`config.mk`:
```
export PLATFORM = sky130hd
export DESIGN_NAME = serial_seq_tx
export DESIGN_NICKNAME = d
export VERILOG_FILES = /design/src/rtl/serial_seq_tx.sv
export SDC_FILE = /design/constraint.sdc
export NUM_CORES = 1
export LEC_CHECK = 0
export ABC_AREA = 1
export CAP_MARGIN = 0
export CORE_ASPECT_RATIO = 0.6
export CORE_MARGIN = 1.5
export CORE_UTILIZATION = 45
export DETAILED_ROUTE_END_ITERATION = 12
export HOLD_SLACK_MARGIN = 0.06
export PLACE_DENSITY = 0.81
export SYNTH_ARGS = -nofsm -noshare
export SYNTH_HDL_FRONTEND = slang
export SYNTH_SLANG_ARGS = --single-unit
export TNS_END_PERCENT = 100
```
`constraint.sdc`:
```
create_clock -name clk -period 2 [get_ports clk]
set_input_delay 0.5 -clock clk [delete_from_list [all_inputs] [get_ports clk]]
set_output_delay 0.5 -clock clk [all_outputs]
set_load 0.05 [all_outputs]
```
`src/rtl/serial_seq_tx.sv`:
```
// serial_seq_tx -- frames a parallel word into a serial bit stream.
//
// Each frame is an optional 4-bit sync header, then WIDTH payload bits.
// Both go out MSB-first. A forced idle gap of GAP_CYCLES cycles follows.
// A new word is accepted only while the block is idle.
//
// Build option: define SYNC_HEADER_EN to send SYNC_PATTERN ahead of each
// payload. Without it, frames carry the payload only.
//
// Ports
//   clk         sole clock, rising edge
//   reset       asynchronous, active-low reset
//   din         payload word
//   din_valid   din holds a word to send
//   din_ready   block can accept a word this cycle (high only in IDLE)
//   q           serial bit stream (registered)
//   q_valid     q carries a header or payload bit (registered)
//   frame_done  pulse on the last payload bit of a frame (registered)
//   frame_cnt   completed frames, wraps 255 -> 0
//
// state | meaning
// IDLE  | waiting for din_valid; din_ready high
// SYNC  | shifting out the sync header (SYNC_HEADER_EN only)
// DATA  | shifting out the captured payload word
// GAP   | forced idle cycles after a frame
module serial_seq_tx #(
  parameter int unsigned WIDTH        = 8,
  parameter logic [3:0]  SYNC_PATTERN = 4'b1001,
  parameter int unsigned GAP_CYCLES   = 2
) (
  input  logic             clk,
  input  logic             reset,
  input  logic [WIDTH-1:0] din,
  input  logic             din_valid,
  output logic             din_ready,
  output logic             q,
  output logic             q_valid,
  output logic             frame_done,
  output logic [7:0]       frame_cnt
);

  localparam int unsigned HDR_LEN = $bits(SYNC_PATTERN);
  localparam int unsigned BIT_MAX = (WIDTH > HDR_LEN) ? WIDTH : HDR_LEN;
  localparam int unsigned BIT_W   = $clog2(BIT_MAX);
  localparam int unsigned GAP_W   = $clog2(GAP_CYCLES + 1);

  localparam logic [BIT_W-1:0] DATA_LAST = BIT_W'(WIDTH - 1);
  localparam logic [GAP_W-1:0] GAP_LAST  = GAP_W'(GAP_CYCLES - 1);
`ifdef SYNC_HEADER_EN
  localparam logic [BIT_W-1:0] SYNC_LAST = BIT_W'(HDR_LEN - 1);
`endif

  typedef enum logic [1:0] {
    IDLE = 2'd0,
`ifdef SYNC_HEADER_EN
    SYNC = 2'd1,
`endif
    DATA = 2'd2,
    GAP  = 2'd3
  } state_t;

  state_t           state_q, state_d;
  logic [BIT_W-1:0] bit_cnt_q, bit_cnt_d;
  logic [GAP_W-1:0] gap_cnt_q, gap_cnt_d;
  logic [WIDTH-1:0] shift_q, shift_d;
  logic             q_q, q_d;
  logic             q_valid_q, q_valid_d;
  logic             frame_done_q, frame_done_d;
  logic [7:0]       frame_cnt_q, frame_cnt_d;

  always_comb begin
    state_d      = state_q;
    bit_cnt_d    = bit_cnt_q;
    gap_cnt_d    = gap_cnt_q;
    shift_d      = shift_q;
    q_d          = 1'b0;
    q_valid_d    = 1'b0;
    frame_done_d = 1'b0;

    case (state_q)
      IDLE: begin
        if (din_valid) begin
          shift_d   = din;
          bit_cnt_d = '0;
`ifdef SYNC_HEADER_EN
          state_d   = SYNC;
`else
          state_d   = DATA;
`endif
        end
      end
`ifdef SYNC_HEADER_EN
      SYNC: begin
        if (bit_cnt_q == SYNC_LAST) begin
          state_d   = DATA;
          bit_cnt_d = '0;
        end else begin
          bit_cnt_d = bit_cnt_q + BIT_W'(1);
        end
      end
`endif
      DATA: begin
        if (bit_cnt_q == DATA_LAST) begin
          state_d   = GAP;
          bit_cnt_d = '0;
          gap_cnt_d = '0;
        end else begin
          bit_cnt_d = bit_cnt_q + BIT_W'(1);
          shift_d   = {shift_q[WIDTH-2:0], 1'b0};
        end
      end
      GAP: begin
        if (gap_cnt_q == GAP_LAST) begin
          state_d   = IDLE;
          gap_cnt_d = '0;
        end else begin
          gap_cnt_d = gap_cnt_q + GAP_W'(1);
        end
      end
      default: state_d = IDLE;
    endcase

    // Outputs are registered, so they are derived from the state and
    // counters of the coming cycle; this puts the first bit on q in the
    // cycle right after acceptance.
    case (state_d)
`ifdef SYNC_HEADER_EN
      SYNC: begin
        q_d       = SYNC_PATTERN[2'(SYNC_LAST - bit_cnt_d)];
        q_valid_d = 1'b1;
      end
`endif
      DATA: begin
        q_d          = shift_d[WIDTH-1];
        q_valid_d    = 1'b1;
        frame_done_d = (bit_cnt_d == DATA_LAST);
      end
      default: ;
    endcase

    frame_cnt_d = frame_cnt_q + 8'(frame_done_d);
  end

  always_ff @(posedge clk or negedge reset) begin
    if (!reset) begin
      state_q      <= IDLE;
      bit_cnt_q    <= '0;
      gap_cnt_q    <= '0;
      shift_q      <= '0;
      q_q          <= 1'b0;
      q_valid_q    <= 1'b0;
      frame_done_q <= 1'b0;
      frame_cnt_q  <= '0;
    end else begin
      state_q      <= state_d;
      bit_cnt_q    <= bit_cnt_d;
      gap_cnt_q    <= gap_cnt_d;
      shift_q      <= shift_d;
      q_q          <= q_d;
      q_valid_q    <= q_valid_d;
      frame_done_q <= frame_done_d;
      frame_cnt_q  <= frame_cnt_d;
    end
  end

  assign din_ready  = (state_q == IDLE);
  assign q          = q_q;
  assign q_valid    = q_valid_q;
  assign frame_done = frame_done_q;
  assign frame_cnt  = frame_cnt_q;

endmodule

```
==> summary.md, run 1 <==
| Metric | Value |
|---|---|
| Cell leakage power | `0.798 nW` |
| Final setup TNS | `0 ps` |
| Initial antenna violation count | `0` |
| HPWL Detailed | `between 1500 and 2000 µm` |
| Outcome | `finished clean` |
| Total GRT Usage | `between 10% and 20%` |
| Yosys warns | `0` |
| Max cap viols | `0` |
| CP Buf/Inv Count | `2` |
| First-pass GRT wire length | `4060 µm` |
| Largest delay contributor family on the critical path | `adder cells` |
| Vias in the first global route | `903` |
| TritonCTS Sinks | `26` |
| Slew @ Worst Pin | `~500 ps` |
| Sequential fraction of the synthesis area | `54.6%` |
| Largest net degree at the start of global routing | `27` |
| CP max FO | `2` |
| CP max-delay cell | `dfrtp_1` |
| Synth cell types | `23` |
| Largest stage delay, worst path | `400 ps` |
| Final worst-path setup slack | `83.9 ps` |
| Slew HR | `between 60 and 70%` |
| Layout area overhead | `37.3%` |
| Worst hold path class | `reg -> reg` |
| Effective utilization at floorplan | `47.6%` |
| CTS max path bufs | `2` |
| Period Utilization, post-route | `95.8%` |
| Critical path class | `reg -> reg` |
| CTS Buf Count | `3` |
| Compound-Gate Fraction of Synth Area | `around 4.4%` |
| CTS tree | `yes` |
| Post-synthesis adder-cell area fraction | `approximately 4.2%` |
| Final slew viol count | `0` |
| Pwr Density | `about 1600 nW/µm²` |
| Synth Cell Area | `1190 µm²` |
| XOR/XNOR Fraction of Synth Area | `under 10%` |
| Largest family of logic cells by synthesized area | `simple AND/OR/NAND/NOR gates` |
| Row count | `14` |
| Peak Freq | `approximately 520 MHz` |
| Worst EP arrival | `2070 ps` |
| Pre-CTS WS | `-320 ps` |
| Fin crit period | `between 1500 and 2000 ps` |
| DR vias/cell | `roughly 4.9` |
| Nets | `about 180` |
| Chip Height | `between 40 and 50 µm` |
| Clk Latency, worst-skew pair | `around 270 ps` |
| Root Driver | `clkbuf_8` |
| Worst Path Required | `roughly 2200 ps` |
| Final Power | `between 2 and 3 mW` |
| CP endpoint kind | `flop` |
| Overall routed net length | `~2500 µm` |
| Worst Setup Start Kind | `flop` |
| Router iterations before antenna repair | `4` |
| Final GP Congestion | `roughly 0.86` |
| First-iteration detailed-routing DRC count | `25` |
| DRC Markers | `0` |
| Post-synthesis mux area share | `0%` |
| Post-CTS Hold Fix Bufs | `0` |
| Core Area | `2500 µm²` |
| Die Area | `slightly below 3000 µm²` |
| Routed Antenna Nets | `0` |
| WL/cell | `approximately 13 µm` |
| Cells after synthesis | `between 100 and 150` |
| Final Hold Viols | `0` |
| RSZ-0062 raised after global routing | `true` |
| # IOs | `23` |
| Post-Syn Nets | `~150` |
| H-tree levels | `1` |
| Fillers | `205` |
| Layout Utilization | `approximately 65%` |
| Peak VDD IR | `between 1 and 1.5 mV` |
| GRT overflow | `0` |
| Simple-Gate Fraction of Synth Area | `roughly 29%` |
| Ant. Diodes | `0` |
| Final Setup Violations | `0` |
| Cell Chain, Critical Path | `ha_2 -> ha_4 -> nand2_2 -> nand2_2 -> nand2_2 -> nor2_4 -> ha_4 -> ha_4 -> buf_4 -> buf_4 -> xor2_1` |
| Post-synthesis register bit count | `26` |
| Routed via count | `~960` |
| Avg Inst Size Synth | `9.17 µm²` |
| Hold_ws | `just under 500 ps` |
| Die Wd | `69.5 µm` |
| Worst-path clk slew | `about 90 ps` |
| IO Port Bufs | `22` |
| Clk_skew | `approximately 5.2 ps` |
| Layout cells sized above 1 | `around 27%` |
-- placed cells by master, fill, tap and decap left out --
cell type | synthesis | layout
nand2_1 | 35 | 33
dfrtp_1 | 26 | 26
nand3_1 | 21 | 19
buf_4 | 0 | 18
inv_1 | 13 | 13
clkdlybuf4s50_1 | 0 | 11
nand2_2 | 3 | 5
o21ai_0 | 4 | 4
nor2_4 | 1 | 3
xor2_1 | 3 | 3
nor2_1 | 4 | 3
ha_4 | 0 | 3
clkbuf_8 | 0 | 3
a21oi_1 | 2 | 2
nor2_2 | 3 | 2
nand3_2 | 1 | 2
inv_2 | 1 | 1
o22ai_1 | 1 | 1
nand2_4 | 1 | 1
o21ai_2 | 1 | 1
nand3_4 | 0 | 1
nor3_1 | 1 | 1
nand3b_1 | 1 | 1
nor3_2 | 1 | 1
a21boi_0 | 1 | 1
ha_2 | 0 | 1
bufinv_16 | 0 | 1
dlygate4sd2_1 | 0 | 1
buf_12 | 0 | 1
-- cell families after synthesis --
group                      Yosys count
adders and majority gates            4
AOI/OAI and AO/OA                    9
buffers and inverters               16
and+or+nand+nor                     72
xor gates and xnor gates             3
DFF                                 26
-- tightest hold or removal path, cell delays in order (launching register included) --
cell	delay (ps)
dfrtp_1	350
nand2_1	60
nand2_1	50
-- layer usage --
metal	part of all wire [%]	wire length, µm	up-vias	GRT usage [%]
met5	0	0	-	0
met4	1.4	34	0	7.06
met3	6.1	152	4	6.41
met2	45	1100	21	28.1
met1	48	1190	458	23.3
li1	-	-	481	-
-- sequential cells by signal, indices dropped and copies added, names as in the netlist --
name	flops
frame_cnt	8
shift_q	8
bit_cnt_q	3
gap_cnt_q	2
state_q	2
frame_done	1
q	1
q_valid	1
-- final timing paths --
check,startpoint,end,slack [ps],depth (start not counted)
hold / removal,shift_q[0]$_DFFE_PN0P_,shift_q[0]$_DFFE_PN0P_,490,2
hold reg to reg,shift_q[0]$_DFFE_PN0P_,shift_q[0]$_DFFE_PN0P_,490,2
max in group asynchronous,reset,shift_q[0]$_DFFE_PN0P_,1170,2
setup / recovery,bit_cnt_q[1]$_DFF_PN0_,frame_cnt[2]$_DFF_PN0_,80,11
min in group asynchronous,reset,frame_cnt[4]$_DFF_PN0_,580,2
setup reg to reg,bit_cnt_q[1]$_DFF_PN0_,frame_cnt[2]$_DFF_PN0_,80,11
-- synth_stat cells --
master,instances,area share [%]
ha_1,4,4.2
nand2_1,35,11
nand2_4,1,0.94
nor2_2,3,1.6
nor3_2,1,0.84
nor2_4,1,0.94
buf_2,1,0.42
inv_1,13,4.1
nand3_1,21,8.8
a21oi_1,2,0.84
nand3b_1,1,0.63
a21boi_0,1,0.63
nand2_2,3,1.6
dfrtp_1,26,55
o22ai_1,1,0.52
o21ai_2,1,0.73
xor2_1,3,2.2
buf_6,1,0.94
nor2_1,4,1.3
nand3_2,1,0.84
o21ai_0,4,1.7
nor3_1,1,0.42
inv_2,1,0.31
-- layout make-up --
class,instances,area (µm²),area share [%]
clock inverters,1,30.0,1.83
clock buffers,3,41.3,2.52
well taps,32,40.0,2.45
multi-input cells,88,548,33.5
flip-flops and latches,26,651,39.8
inverters,14,52.6,3.21
repair buffers,31,274,16.7
-- where the power goes --
part / total (mW) / switching (mW) / internal [mW]
Clock: 0.434 / 0.166 / 0.268
Combinational: 1.37 / 0.867 / 0.499
Sequential: 0.891 / 0.173 / 0.719
Total: 2.69 / 1.21 / 1.49
-- timing repair --
| action | in CTS | in global routing |
|---|---|---|
| gates resized for setup | 4 | 11 |
| buffers inserted | 0 | 3 |
| pin swaps | 2 | 7 |
| endpoints found under the hold margin | 0 | 0 |
| gates cloned | 0 | 0 |
| setup endpoints to repair | 1 | 2 |
-- stage by stage --
stage          cells  instance area [µm²]
2_1_floorplan    130                 1190
3_3_place_gp     188                 1470
3_5_place_dp     188                 1470
4_1_cts          192                 1550
5_1_grt          195                 1640
6_report         195                 1640
Power figures use the tool's default switching activity.
==> inputs of run 2 (changes only) <==
Settings changed: ABC_CLOCK_PERIOD_IN_PS from default to 2000.
==> results of run 2 <==
The final DEF is identical to that of run 1; final timing and power are the same.
==> inputs of run 3 (changes only) <==
Settings changed: GPL_TIMING_DRIVEN from default to 0.
==> run 3 against run 2 <==
  * Global-route usage fell by 0.081 points
  * Cell count down 1.5%
  * Register-to-register slack better by 30 ps
  * Maximum frequency is 0.69% lower
  * Sequential share of layout area fell by 0.33 points
  * Die area did not move
  * Non-clock buffer count is 3 lower
  * Worst hold slack worse by 6.7 ps
  * Largest cell class unchanged
  * Critical path depth down 9
  * Clock power down 1%
  * Design area increased by 0.84%
  * Clock skew is 2.1 ps lower
==> summary.md, run 3 (same netlist as run 1, synthesis figures left out) <==
| Metric | Value |
|---|---|
| Hold_ws | `481 ps (was 487 ps)` |
| Final Hold Viols | `0 (unchanged)` |
| Cell leakage power | `0.823 nW (was 0.798 nW)` |
| CP Buf/Inv Count | `1 (was 2)` |
| Largest net degree at the start of global routing | `27 (unchanged)` |
| Final instance area | `1650 µm² (was 1640 µm²)` |
| Clk Latency, worst-skew pair | `270 ps (about the same)` |
| Row count | `14 (unchanged)` |
| Cells after DPL | `184 (was 188)` |
| Layout area overhead | `38.4% (was 37.3%)` |
| Period Utilization, post-route | `96.5% (was 95.8%)` |
| Met3 Use GR | `6.65% (was 6.41%)` |
| Outcome | `finished clean (unchanged)` |
| Max cap viols | `0 (unchanged)` |
| Commonest non-fill, non-tap cell in the layout | `nand2_1 (unchanged)` |
| Worst Setup Start Kind | `flop (unchanged)` |
| Die Wd | `69.5 µm (unchanged)` |
| Post-DP Area | `1450 µm² (was 1470 µm²)` |
| Final GP Congestion | `0.791 (was 0.863)` |
| # IOs | `23 (unchanged)` |
| Worst EP arrival | `1430 ps (was 2070 ps)` |
| CP max-delay cell | `dfrtp_1 (unchanged)` |
| CTS Buf Count | `3 (unchanged)` |
| R2R Path Start | `bit_cnt_q[1]$_DFF_PN0_ (unchanged)` |
| Peak Freq | `518 MHz (was 522 MHz)` |
| HPWL Detailed | `1690 µm (was 1730 µm)` |
| WL/cell | `12.6 µm (was 12.7 µm)` |
| Hold path depth | `2 (unchanged)` |
| Largest stage delay, worst path | `480 ps (was 400 ps)` |
| Slew @ Worst Pin | `1110 ps (was 503 ps)` |
| R2R Setup Slk | `110 ps (was 80 ps)` |
| Ant. Diodes | `0 (unchanged)` |
| Critical path class | `reg -> out (was reg -> reg)` |
| Min-Delay Endpoint | `shift_q[0]$_DFFE_PN0P_ (unchanged)` |
| Final Setup Violations | `0 (unchanged)` |
| CP max FO | `10 (was 2)` |
| Initial antenna violation count | `0 (unchanged)` |
| First-iteration detailed-routing DRC count | `37 (was 25)` |
| Core Area | `2500 µm² (unchanged)` |
| TritonCTS Sinks | `26 (unchanged)` |
| Chip Height | `42.9 µm (unchanged)` |
| Layout Utilization | `65.9% (was 65.3%)` |
| Effective utilization at floorplan | `47.6% (unchanged)` |
| Routed Antenna Nets | `0 (unchanged)` |
| Worst-path clk slew | `90 ps (about the same)` |
| Register area | `651 µm² (unchanged)` |
| Layout cells sized above 1 | `21.9% (was 27.0%)` |
| DR vias/cell | `5.02 (was 4.94)` |
| Router iterations before antenna repair | `4 (unchanged)` |
| Pwr Density | `1590 nW/µm² (was 1640 nW/µm²)` |
| Hold Crit Start | `shift_q[0]$_DFFE_PN0P_ (unchanged)` |
| Worst Path Required | `1500 ps (was 2160 ps)` |
| Peak VDD IR | `0.791 mV (was 1.06 mV)` |
| Fin crit period | `1930 ps (was 1920 ps)` |
| Worst reg2reg path depth | `13 (was 11)` |
| CP endpoint kind | `output port (was flop)` |
| Fillers | `202 (was 205)` |
| Footprint of the multi-input gates | `563 µm² (was 548 µm²)` |
| Slew HR | `25.5% (was 66.3%)` |
| GRT overflow | `0 (unchanged)` |
| Global Route met1 Usage | `20.9% (was 23.3%)` |
| CTS max path bufs | `2 (unchanged)` |
| Nets | `176 (was 179)` |
| Vias in the first global route | `929 (was 903)` |
| H-tree levels | `1 (unchanged)` |
| Cell Chain, Critical Path | `nor2_4 -> clkdlybuf4s18_2 (was ha_2 -> ha_4 -> nand2_2 -> nand2_2 -> nand2_2 -> nor2_4 -> ha_4 -> ha_4 -> buf_4 -> buf_4 -> xor2_1)` |
| RSZ-0062 raised after global routing | `false (was true)` |
| Commonest non-fill, non-tap cells in the layout | `nand2_1, dfrtp_1, nand3_1 (unchanged)` |
| CTS tree | `yes (unchanged)` |
| Root Driver | `clkbuf_8 (unchanged)` |
| Overall routed net length | `2430 µm (was 2480 µm)` |
| RR Endpoint | `frame_cnt[6]$_DFF_PN0_ (was frame_cnt[2]$_DFF_PN0_)` |
| Clk_skew | `3.15 ps (was 5.24 ps)` |
| Cell Count, Final, Fillers Out | `192 (was 195)` |
| Largest delay contributor family on the critical path | `flip-flops (was adder cells)` |
| Most used routing layer | `met2 (unchanged)` |
| Die Area | `2980 µm² (unchanged)` |
| IO Port Bufs | `22 (unchanged)` |
| Worst hold path class | `reg -> reg (unchanged)` |
| Routed via count | `963 (was 964)` |
| Total GRT Usage | `17.9% (was 18.0%)` |
| Final slew viol count | `0 (unchanged)` |
| First-pass GRT wire length | `4030 µm (was 4060 µm)` |
| DRC Markers | `0 (unchanged)` |
| Met2 Resource Use GR | `30.4% (was 28.1%)` |
run 3: cell count changes in the layout (fill, tap and decap cells not counted), moves of 2 or more:
cell            change
buf_4              -14
dlygate4sd2_1       +5
dlymetal6s2s_1      +3
buf_6               +2
inv_1               -2
inv_2               +2
run 3: repair_timing:
| item | in CTS | in global routing |
|---|---|---|
| hold endpoints to repair | 0 | 0 |
| setup endpoints to repair | 7 | 8 |
| setup buffers | 3 | 1 |
| gates resized for setup | 19 | 16 |
| hold buffers | 0 | 0 |
| pin swaps | 4 | 7 |
run 3: through the flow:
step | setup TNS, ps | setup slack, ps | power, mW
after floorplan | 0 | 70.5 | 1.70
after detailed placement | -2100 | -515 | 2.06
after global placement | -1670 | -399 | 2.01
after CTS | -60.9 | -37.7 | 2.52
final | 0 | 70.6 | 2.62
after global routing | 0 | 2.77 | 2.82
run 3: power breakdown:
group,total (mW),switching [mW],internal (mW)
clock network,0.428,0.161,0.268
logic,1.30,0.854,0.447
registers,0.887,0.169,0.719
run 3: layout make-up:
type / instances / share of cell area [%]
clock inverters: 1 / 1.82
multi-input cells: 88 / 34.1
clock buffers: 3 / 2.50
well taps: 32 / 2.43
repair buffers: 26 / 15.2
inverters: 14 / 3.18
flip-flops and latches: 26 / 39.4
plain buffers: 2 / 1.36
run 3: how the worst max path moves through the flow:
stage,depth (start not counted),start,slack (ps),endpoint
2_1_floorplan,12,bit_cnt_q[0]$_DFF_PN0_,70,frame_cnt[6]$_DFF_PN0_
3_3_place_gp,14,din_valid,-400,frame_cnt[6]$_DFF_PN0_
6_report,2,state_q[0]$_DFF_PN0_,70,din_ready
4_1_cts,13,bit_cnt_q[0]$_DFF_PN0_,-40,frame_cnt[6]$_DFF_PN0_
3_5_place_dp,14,din_valid,-520,frame_cnt[6]$_DFF_PN0_
5_1_grt,2,state_q[0]$_DFF_PN0_,3,din_ready
run 3: routing by layer:
layer	routed length, µm	part of all wire, %
met1	1130	47
met3	119	4.9
met4	38	1.6
met2	1140	47
met5	0	0
run 3: worst min-delay path, delay by kind of cell, from the launching register on:
| kind | cells | cell delay [ps] |
|---|---|---|
| flip-flops | 1 | 350 |
| AND/OR/NAND/NOR | 2 | 100 |
